==> src/rtl/btn_pkg.sv <==
// btn_pkg: shared constants for the push-button conditioner.
//   - channel index constants for the board buttons
//   - default debounce / auto-repeat tick counts (50 MHz board clock)
//   - default auto-repeat channel mask (the two digit buttons)
//   - cnt_width(): counter width able to hold 0..max_val
package btn_pkg;

    localparam int BTN_ZERO = 0;
    localparam int BTN_ONE  = 1;
    localparam int BTN_NEXT = 2;
    localparam int BTN_RST  = 3;

    localparam int N_BTN_DEF         = 8;
    localparam int DB_TICKS_DEF      = 250_000;     // 5 ms
    localparam int DB_CNT_W_DEF      = 18;
    localparam int REPEAT_DELAY_DEF  = 25_000_000;  // 500 ms
    localparam int REPEAT_PERIOD_DEF = 5_000_000;   // 100 ms

    // Only the digit buttons may auto-repeat; next/reset must not.
    localparam logic [N_BTN_DEF-1:0] REPEAT_MASK_DEF = 8'b0000_0011;

    function automatic int cnt_width(input int max_val);
        return (max_val < 1) ? 1 : $clog2(max_val + 1);
    endfunction

endpackage

==> src/rtl/btn_debounce_ch.sv <==
// btn_debounce_ch: one button channel.
//   Two-flop synchroniser -> debounce counter -> registered level and
//   one-cycle press/release pulses. With BTN_AUTOREPEAT_EN defined and
//   REPEAT_EN set, a held button also emits repeat press pulses.
// Ports:
//   CLK    in   board clock
//   rst_n  in   asynchronous active-low reset
//   raw    in   raw pin level, active-low, asynchronous to CLK
//   clean  out  debounced level, active-low (1 = released)
//   press  out  one-cycle pulse on accepted press (and on repeats)
//   rel    out  one-cycle pulse on accepted release
module btn_debounce_ch
    import btn_pkg::*;
#(
    parameter int DB_TICKS      = DB_TICKS_DEF,
    parameter int DB_CNT_W      = DB_CNT_W_DEF,
    parameter int REPEAT_DELAY  = REPEAT_DELAY_DEF,
    parameter int REPEAT_PERIOD = REPEAT_PERIOD_DEF,
    parameter bit REPEAT_EN     = 1'b0
) (
    input  logic CLK,
    input  logic rst_n,
    input  logic raw,
    output logic clean,
    output logic press,
    output logic rel
);

    logic                s1, s2;
    logic                stable;
    logic [DB_CNT_W-1:0] db_cnt;
    logic                accept;
    logic                rpt_hit;

    // Level change is accepted on the DB_TICKS-th consecutive differing sample.
    assign accept = (s2 != stable) && (db_cnt == DB_CNT_W'(DB_TICKS - 1));

`ifdef BTN_AUTOREPEAT_EN
    if (REPEAT_EN) begin : g_rpt
        localparam int RPT_MAX = (REPEAT_DELAY > REPEAT_PERIOD) ? REPEAT_DELAY : REPEAT_PERIOD;
        localparam int RPT_W   = cnt_width(RPT_MAX);

        logic [RPT_W-1:0] rpt_cnt;
        logic             rpt_first;
        logic             held_both;

        // Counting starts in the cycle the press pulse leaves the block and
        // stops as soon as the internal level reports release, so a repeat
        // can never coincide with the release pulse.
        assign held_both = ~stable & ~clean;
        assign rpt_hit   = held_both &&
                           (rpt_first ? (rpt_cnt == RPT_W'(REPEAT_DELAY - 1))
                                      : (rpt_cnt == RPT_W'(REPEAT_PERIOD - 1)));

        always_ff @(posedge CLK or negedge rst_n) begin
            if (!rst_n) begin
                rpt_cnt   <= '0;
                rpt_first <= 1'b1;
            end else if (!held_both) begin
                rpt_cnt   <= '0;
                rpt_first <= 1'b1;
            end else if (rpt_hit) begin
                rpt_cnt   <= '0;
                rpt_first <= 1'b0;
            end else begin
                rpt_cnt   <= rpt_cnt + 1'b1;
            end
        end
    end else begin : g_no_rpt
        assign rpt_hit = 1'b0;
    end
`else
    logic unused_rpt;
    assign unused_rpt = ^{32'(REPEAT_DELAY), 32'(REPEAT_PERIOD), REPEAT_EN};
    assign rpt_hit    = 1'b0;
`endif

    always_ff @(posedge CLK or negedge rst_n) begin
        if (!rst_n) begin
            s1     <= 1'b1;
            s2     <= 1'b1;
            stable <= 1'b1;
            db_cnt <= '0;
            clean  <= 1'b1;
            press  <= 1'b0;
            rel    <= 1'b0;
        end else begin
            s1 <= raw;
            s2 <= s1;
            if (s2 == stable) begin
                db_cnt <= '0;
            end else if (accept) begin
                stable <= s2;
                db_cnt <= '0;
            end else begin
                db_cnt <= db_cnt + 1'b1;
            end
            // Output stage: level and pulses leave together, one cycle after
            // the internal level flips.
            clean <= stable;
            press <= (clean & ~stable) | rpt_hit;
            rel   <= ~clean & stable;
        end
    end

endmodule

==> src/rtl/btn_conditioner.sv <==
// btn_conditioner: conditions the raw active-low board push-buttons.
//   Each channel is synchronised, debounced and edge-detected independently.
//   Optional auto-repeat on masked channels: define BTN_AUTOREPEAT_EN.
// Ports:
//   CLK          in   board clock
//   rst_n        in   asynchronous active-low reset
//   btn_raw      in   [N_BTN] raw pin levels, active-low, asynchronous
//   btn_clean    out  [N_BTN] debounced level, active-low (1 = released)
//   btn_press    out  [N_BTN] one-cycle pulse per accepted press
//   btn_release  out  [N_BTN] one-cycle pulse per accepted release
//   btn_held     out  [N_BTN] active-high held level (~btn_clean)
module btn_conditioner
    import btn_pkg::*;
#(
    parameter int               N_BTN         = N_BTN_DEF,
    parameter int               DB_TICKS      = DB_TICKS_DEF,
    parameter int               DB_CNT_W      = DB_CNT_W_DEF,
    parameter int               REPEAT_DELAY  = REPEAT_DELAY_DEF,
    parameter int               REPEAT_PERIOD = REPEAT_PERIOD_DEF,
    parameter logic [N_BTN-1:0] REPEAT_MASK   = N_BTN'(REPEAT_MASK_DEF)
) (
    input  logic             CLK,
    input  logic             rst_n,
    input  logic [N_BTN-1:0] btn_raw,
    output logic [N_BTN-1:0] btn_clean,
    output logic [N_BTN-1:0] btn_press,
    output logic [N_BTN-1:0] btn_release,
    output logic [N_BTN-1:0] btn_held
);

    if (DB_TICKS < 2) begin : g_bad_db_ticks
        $error("btn_conditioner: DB_TICKS must be at least 2");
    end
    if ((64'd1 << DB_CNT_W) <= 64'(DB_TICKS)) begin : g_bad_db_cnt_w
        $error("btn_conditioner: DB_CNT_W too narrow for DB_TICKS");
    end

    for (genvar i = 0; i < N_BTN; i++) begin : g_ch
        btn_debounce_ch #(
            .DB_TICKS      (DB_TICKS),
            .DB_CNT_W      (DB_CNT_W),
            .REPEAT_DELAY  (REPEAT_DELAY),
            .REPEAT_PERIOD (REPEAT_PERIOD),
            .REPEAT_EN     (REPEAT_MASK[i])
        ) u_ch (
            .CLK   (CLK),
            .rst_n (rst_n),
            .raw   (btn_raw[i]),
            .clean (btn_clean[i]),
            .press (btn_press[i]),
            .rel   (btn_release[i])
        );
    end

    assign btn_held = ~btn_clean;

endmodule
==> config.mk <==
export PLATFORM = sky130hd
export DESIGN_NAME = btn_conditioner
export DESIGN_NICKNAME = d
export VERILOG_FILES = /design/src/rtl/btn_pkg.sv /design/src/rtl/btn_debounce_ch.sv /design/src/rtl/btn_conditioner.sv
export SDC_FILE = /design/constraint.sdc
export NUM_CORES = 1
export LEC_CHECK = 0
export ABC_AREA = 0
export CAP_MARGIN = 30
export CORE_ASPECT_RATIO = 0.8
export CORE_MARGIN = 3
export CORE_UTILIZATION = 54
export CTS_CLUSTER_DIAMETER = 50
export DETAILED_ROUTE_END_ITERATION = 8
export PLACE_DENSITY_LB_ADDON = 0.2
export SLEW_MARGIN = 20
export SYNTH_ARGS = -nofsm -noshare
export SYNTH_HDL_FRONTEND = slang
export SYNTH_SLANG_ARGS = --single-unit
==> constraint.sdc <==
create_clock -name CLK -period 1.9 [get_ports CLK]
set_clock_uncertainty 0.05 [all_clocks]
set_input_delay 0.475 -clock CLK [delete_from_list [all_inputs] [get_ports CLK]]
set_output_delay 0.475 -clock CLK [all_outputs]
set_load 0.02 [all_outputs]
* Word-level counts from Yosys, hierarchy flattened *
Cells that the tools add are included.

word-level totals
  register bits after elaboration = 192
  bits of input ports = 10
  output and inout bits = 32
  logic and storage cells = 161

cells by class
  add/subtract/negate cells = 8
  equality and inequality tests = 24
  muxes and demuxes = 16
  bitwise gates (word level) = 41
  reduce and logical (&&, ||, !) cells = 16

operators with widths
  operator               count
  $mux 18                16
  $add 18x1->18 const B  8
  $eq 18x18->1 const B   8
  $not 1->1              24
  $and 1x1->1            16
  $reduce_and 2->1       8
  $eq 1x1->1             8
  $logic_and 1x1->1      8
  $ne 1x1->1             8
  $not 8->8              1

* Depth between registers and ports, before layout *
Gate-level depths: netlist of run 1.

  word-level depth = 4
  depth in mapped cells = 7
  mapped depth without buffers = 5

* Cells and area by module *
From an unflattened synthesis of run 1, not the netlist that was laid out.

unflattened totals
  cell total of the unflattened synthesis = 832
  area total of the unflattened synthesis = 8848.5 um2

modules (own cells, without submodules)
  module           instances  cells each  area an instance (um2)  seq. area each (um2)
  btn_debounce_ch  8          103         1102.3                  605.6
  btn_conditioner  1          8           30.0                    0.0

* Worst setup path after synthesis of run 1 *
No wires, ideal clock.

  kind = reg-to-reg
  start = register g_ch[4].u_ch.db_cnt[13]
  end = register g_ch[4].u_ch.db_cnt[9]
  setup time = 0.118 ns
  data arrival time = 1.833 ns
  required time = 1.732 ns
  setup slack = -0.101 ns
  cell stages (with the launch flop) = 6
  path buffers = 1
  clock period less this slack = 2.001 ns
  cells stage by stage = dfrtp_1 -> or4_1 -> or4_4 -> o21ai_4 -> buf_6 -> nor2_1

on the way
  longest elaborated chain between the ends = 4

RTL lines
  what                    RTL line               text
  from (decl)             btn_debounce_ch.sv:31  logic [DB_CNT_W-1:0] db_cnt;
  from (signal assigned)  btn_debounce_ch.sv:96  db_cnt <= db_cnt + 1'b1;
  $eq 18x18->1            btn_debounce_ch.sv:36  assign accept = (s2 != stable) && (db_cnt == DB_CNT_W'(DB_TICKS - 1));
  $logic_and 1x1->1       btn_debounce_ch.sv:36
  $mux 18                 btn_debounce_ch.sv:92  end else if (accept) begin
  $mux 18                 btn_debounce_ch.sv:90  if (s2 == stable) begin

No other way between the ends.
A chain may end at the register's enable or synchronous reset.

* Worst setup path in the final report of run 1 *
  start = register g_ch[4].u_ch.db_cnt[6]
  end = register g_ch[4].u_ch.db_cnt[3]

The elaborated chain is that of the path after synthesis.

==> metrics.txt, run 1 <==
chip height=120 um; vias in the first global route=6359; Final Hold Fails=0; Routed Wire Length=16.1 mm; drt via density=5.48; Core ar.=15900 um2; Top-Level Pins=42; Die Span X=149 um; vias post-DR=6299; first-pass GRT wire length=28.7 mm; total grt overflow=0; Mapped Cells=848; Cell Area, Synth=8840 um2; syn avg cell area=10.4 um2; drt wl/cell=14.0 um; Rows=41; clock latency on the worst-skew pair=0.42 ns; Port Buffer Count=41; violated checks=negative setup slack; crit-path max cell delay=0.55 ns; post-synthesis register bit count=192; Final Cycle Share=105%; Area Growth Syn to Fin=17.5%; maximum fanout along the worst path=15; Slew HR=75.1%; CTS buffer count=17; area of the multi-input gates=3690 um2; drt drc=0; Post-Place Cells=1116; CP endpoint kind=flop; Worst R2R Setup Slack=-0.1 ns; Final Util=65.3%; DRT iter0 DRCs=306; total power=8.05 mW; number of fill cells=1229; # setup viols final=19; run status=finished, violations left; synth warn=0; post-route ant nets=0; unrepaired setup endpoints after global routing=yes; nets=940; hold_sp=g_ch[5].u_ch.s1; f_max=0.501 GHz; VDD IR-drop max=0.644 mV; post-DP HPWL=11.4 mm; setup ws final=-0.0973 ns; Hold WS=0.307 ns; Die ar.=18000 um2; critical path arrival=2.26 ns; Setup TNS=-1.59 ns; CP Buf/Inv Count=1; startpoint types=flop; syn nets=866; Root Driver=clkbuf_16; initial antenna violation count=1; static leakage=4.46 nW; layout cells sized above 1=16.1%; Storage cell area=4840 um2; fin cells=1150; Worst Max-Slew Pin Slew=0.370 ns; MaxCap Viol Count=0; crit-path cells=or4b_1 -> or4_4 -> o21ai_4 -> buf_12 -> nor2_1; clk slew on worst S/H paths=0.07 ns; post-synthesis cell type count=45; Initial Util=55.6%; CP required=2.16 ns; Crit Path Category=flop to flop; Slew Limit Fails=0; CTS tree=yes; share of the yosys chip area belonging to registers=54.8%; worst slack, placed=-0.110 ns; largest net degree at the start of global routing=57; worst hold path type=flop to flop; minimum clock period after layout=2.00 ns; Pwr per Cell Area=775 nW/um2; RR Startpoint=g_ch[4].u_ch.db_cnt[6]; gr usage total=19.2%; htree depth=4; CP delay by family, top=simple AND/OR/NAND/NOR gates; Slowest cell on crit path=or4_4; Ant. Diodes=0; DP Area=9710 um2; clk sinks=192; CTS max path bufs=2; number of detailed-route iterations in the first pass=5; Design Area, Final=10400 um2; placer congestion estimate=0.838; CP Launch Point=g_ch[4].u_ch.db_cnt[6]
[sequential cells by signal, summed over array words and instances, names as in the netlist]
register,count
g_ch.u_ch.db_cnt,144
g_ch.u_ch.clean,8
g_ch.u_ch.press,8
g_ch.u_ch.rel,8
g_ch.u_ch.s1,8
g_ch.u_ch.s2,8
g_ch.u_ch.stable,8
[worst register-to-register path: stages (launching register included)]
cell     delay [ns]
dfrtp_1        0.38
or4b_1         0.51
or4_4          0.55
o21ai_4        0.18
buf_12         0.16
nor2_1         0.06
[cell usage after synthesis, drive strengths merged]
cell type / n / area, um2
xor2: 44 / 385
nor4b: 3 / 26.3
and3: 5 / 32.5
and2: 2 / 12.5
nand2b: 1 / 6.26
o21ai: 11 / 66.3
nand3: 50 / 250
o31a: 1 / 8.76
ha: 8 / 100
nand2: 41 / 154
buf: 31 / 229
nor4bb: 2 / 20.0
o21ba: 2 / 20.0
nor3: 17 / 85.1
and4: 14 / 123
dfrtp: 160 / 4000
o21a: 1 / 7.51
inv: 33 / 124
dfstp: 32 / 841
nand4: 40 / 250
or3b: 2 / 17.5
or3: 13 / 81.3
nor2: 157 / 589
o31ai: 10 / 80.1
or4b: 4 / 40.0
nor2b: 8 / 50.1
mux2: 8 / 90.1
nor3b: 2 / 15.0
a21oi: 22 / 110
or2: 2 / 12.5
or4: 12 / 93.8
xnor2: 68 / 596
clkbuf: 6 / 22.5
o41ai: 9 / 128
nor4: 27 / 169
[cell usage in the layout (no fill, tap or decap), types with 3 or more instances in the layout]
cell,netlist,final
and4_1,14,14
buf_4,27,45
clkdlybuf4s15_1,0,6
o31ai_1,9,9
inv_1,33,33
and3_1,4,4
dlygate4sd2_1,0,14
dlymetal6s2s_1,0,9
nand3_1,50,50
dfrtp_1,160,160
nor2b_1,8,8
nand4_1,40,40
nor4_1,27,22
or3_1,13,11
dfstp_2,32,32
or4_1,11,11
mux2_2,8,7
o21ai_0,9,9
xnor2_1,68,68
o41ai_2,4,3
a21oi_1,22,21
ha_1,8,8
inv_6,0,5
clkbuf_16,0,17
nor2_1,157,156
nor3_1,17,17
nor4_2,0,5
buf_12,0,5
nand2_1,41,41
o41ai_1,4,4
clkinvlp_4,0,3
or4b_2,3,3
clkdlybuf4s50_1,0,10
xor2_1,44,44
[logic make-up (layout without fill, tap and decap cells)]
group | after synthesis | after routing | share of synthesized area [%]
flops | 192 | 192 | 54.8
simple gates | 402 | 402 | 22.9
buf+inv | 70 | 157 | 4.25
xor+xnor | 112 | 112 | 11.1
mux | 8 | 8 | 1.02
compound gates | 56 | 56 | 4.76
fa+ha+maj | 8 | 8 | 1.13
[layer usage]
layer  global-route usage (%)  up-vias  routed length (um)
li1                         -     3062                   -
met1                     25.2     3128                7510
met2                     32.2       96                7920
met3                     3.86       13                 467
met4                     6.58        0                 185
met5                        0        -                   0
[final timing paths]
path,end,depth (start not counted)
worst max-delay path,g_ch[4].u_ch.db_cnt[3],5
min in group asynchronous,g_ch[6].u_ch.db_cnt[6],2
worst max register to register,g_ch[4].u_ch.db_cnt[3],5
worst min-delay path,g_ch[5].u_ch.s2,0
max in group asynchronous,g_ch[3].u_ch.clean,3
worst min register to register,g_ch[5].u_ch.s2,0
[area by class of cell]
cell class / count / area share [%]
inverters: 33 / 1.19
well taps: 215 / 2.59
clock inverters: 13 / 1.46
clock buffers: 19 / 4.27
flip-flops and latches: 192 / 46.7
repair buffers: 92 / 8.30
multi-input cells: 586 / 35.5
[timing repair]
action | CTS | global route
pin swaps | 1 | 3
endpoints found under the setup margin | 40 | 61
endpoints found under the hold margin | 17 | 0
resized for setup | 25 | 25
hold buffers | 1 | 0
setup buffers | 0 | 1
[report_power, final]
| part | switching (mW) | internal (mW) |
|---|---|---|
| Combinational | 0.173 | 0.104 |
| Sequential | 0.0516 | 4.16 |
| Clock | 1.55 | 2.00 |
No activity file was read; power rests on OpenSTA's default activity.
==> inputs of run 2 (changes only) <==
==> constraint.sdc (replaced) <==
create_clock -name CLK -period 1.9 [get_ports CLK]
set_clock_uncertainty 0.05 [all_clocks]
set_input_delay 0.475 -clock CLK [delete_from_list [all_inputs] [get_ports CLK]]
set_output_delay 0.475 -clock CLK [all_outputs]
set_load 0.1 [all_outputs]
==> metrics.txt, run 2 (same netlist as run 1, synthesis figures left out) <==
run status=finished, violations left; violated checks=negative setup slack; Ant. Diodes=0 (unchanged); area of the multi-input gates=3660 um2 (-0.85%); DRT iter0 DRCs=377 (+23%); CP required=2.21 ns (+0.05 ns); register share of total power=53.0% (+0.6 points); max reg flops=144 (unchanged); startpoint types=flop; vias in the first global route=6342 (-0.27%); chip height=120 um (unchanged); minimum clock period after layout=2.01 ns (+0.0125 ns); most frequent cells in the layout=dfrtp_1, nor2_1, xnor2_1; top sig layer=met4; Rows=41 (unchanged); FF-to-FF End=g_ch[4].u_ch.stable; critical path arrival=2.32 ns (+0.06 ns); CTS buffer count=17 (unchanged); largest register by flop count=g_ch.u_ch.db_cnt; clk slew on worst S/H paths=0.07 ns (about the same); Final Hold Fails=0 (unchanged); f_max=0.498 GHz (-0.62%); largest net degree at the start of global routing=48 (-16%); post-DP HPWL=11.5 mm (+0.87%); total power=7.94 mW (-1.3%); Slew HR=71.5% (-3.6 points); number of fill cells=1214 (-1.2%); Port Buffer Count=41 (unchanged); post-route ant nets=0 (unchanged); drt wl/cell=13.9 um (-0.59%); initial antenna violation count=0 (-1); VDD IR-drop max=0.730 mV (+13%); Initial Util=55.6% (unchanged); Worst Setup EP=g_ch[4].u_ch.stable; met2 WL=7.77 mm (-1.9%); Met1 Wirelength=7.52 mm (about the same); CTS tree=yes; DP Area=10100 um2 (+3.7%); drt drc=0 (unchanged); Hold WS=0.308 ns (+0.000889 ns); number of detailed-route iterations in the first pass=5 (unchanged); CP Launch Point=g_ch[4].u_ch.db_cnt[13]; layout cells sized above 1=19.3% (+3.2 points); Area Growth Syn to Fin=21.1%; first-pass GRT wire length=28.8 mm (+0.46%); unrepaired setup endpoints after global routing=yes; Core ar.=15900 um2 (unchanged); nets=946 (+0.64%); Die ar.=18000 um2 (unchanged); Final Cycle Share=106% (+0.66 points); Final Util=67.3% (+2.0 points); Worst Max-Slew Pin Slew=0.427 ns (+0.0572 ns); R2R depth=4 (-1); total grt overflow=0 (unchanged); gr usage total=19.4% (+0.19 points); DR WL met3=559 um (+20%); commonest non-fill, non-tap cell in the layout=dfrtp_1; net switching power=1.68 mW (-5.5%); Design Area, Final=10700 um2 (+3.1%); MaxCap Viol Count=0 (unchanged); Root Driver=clkbuf_16; RR Startpoint=g_ch[4].u_ch.db_cnt[13]; Internal=6.26 mW (about the same); Crit Path Category=flop to flop; clock latency on the worst-skew pair=0.42 ns (about the same); CTS max path bufs=2 (unchanged); # setup viols final=19 (unchanged); drt via density=5.43 (-0.85%); vias post-DR=6278 (-0.33%); combinational power share=3.6% (+0.2 points); clk sinks=192 (unchanged); CP endpoint kind=flop; Sw Ratio=21.1% (-0.95 points); worst hold path type=flop to flop; Pwr per Cell Area=742 nW/um2 (-4.3%); Slew Limit Fails=0 (unchanged); Clock Power Share=43.3% (-0.9 points); setup ws final=-0.110 ns (-0.0125 ns); placer congestion estimate=0.874 (+4.2%); htree depth=4 (unchanged); static leakage=4.41 nW (-1.1%); Worst R2R Setup Slack=-0.11 ns (about the same); Storage cell area=4850 um2 (about the same); maximum fanout along the worst path=2 (-13); Top-Level Pins=42 (unchanged); Routed Wire Length=16.1 mm (about the same); Die Span X=149 um (unchanged)
run 2: cell types whose count changed in the layout (fill, tap and decap cells not counted), moves of 2 or more:
cell	before	now
buf_12	5	37
dlygate4sd2_1	14	0
dlymetal6s2s_1	9	0
buf_4	45	51
clkdlybuf4s15_1	6	0
clkbuf_8	2	6
inv_6	5	2
nor4_1	22	25
nor4_2	5	2
clkbuf_1	1	3
clkdlybuf4s50_1	10	8
run 2: repair_timing:
action	CTS	global route
resized for setup	1	5
endpoints found under the setup margin	20	44
hold buffers	1	0
buffers inserted	0	2
pin swaps	0	3
endpoints found under the hold margin	37	0
run 2: area by class of cell:
cell class | count | share of cell area (%)
clock buffers | 25 | 4.72
clock inverters | 7 | 0.701
inverters | 33 | 1.16
multi-input cells | 586 | 34.2
flip-flops and latches | 192 | 45.3
well taps | 215 | 2.51
repair buffers | 98 | 11.5
run 2: worst min path at each step:
stage                         start                endpoint  cells past startpoint
detailed placement  g_ch[7].u_ch.s1         g_ch[7].u_ch.s2                      0
floorplan                     rst_n  g_ch[0].u_ch.db_cnt[0]                      0
global route        g_ch[5].u_ch.s1         g_ch[5].u_ch.s2                      0
global placement    g_ch[2].u_ch.s1         g_ch[2].u_ch.s2                      0
finish              g_ch[7].u_ch.s1         g_ch[7].u_ch.s2                      0
CTS                 g_ch[7].u_ch.s1         g_ch[7].u_ch.s2                      0
run 2: critical path: stages (launching register included):
cell     delay [ns]
dfrtp_1        0.37
or4_1          0.53
or4_4          0.55
nor2_1         0.11
mux2_2         0.34
run 2: metal layers:
| layer | vias to the layer above | track usage (%) |
|---|---|---|
| met1 | 3098 | 26.0 |
| met3 | 16 | 4.50 |
| met5 | - | 0 |
| met4 | 0 | 6.63 |
| met2 | 98 | 31.6 |
| li1 | 3066 | - |
run 2: power by group through the flow:
stage | Combinational, mW | Sequential (mW) | Clock, mW
after CTS | 0.298 | 4.21 | 3.54
after floorplan | 0.124 | 4.27 | 0
after global placement | 0.279 | 4.28 | 0
after global routing | 0.332 | 4.22 | 3.71
final | 0.288 | 4.21 | 3.44
after detailed placement | 0.294 | 4.29 | 0
run 2: stage by stage:
stage / std cells / setup slack (ns) / setup TNS (ns)
3_3_place_gp: 1121 / -0.122 / -1.48
6_report: 1156 / -0.110 / -1.76
2_1_floorplan: 848 / -0.101 / -1.18
3_5_place_dp: 1121 / -0.119 / -1.84
5_1_grt: 1156 / -0.168 / -2.97
4_1_cts: 1154 / -0.124 / -1.97
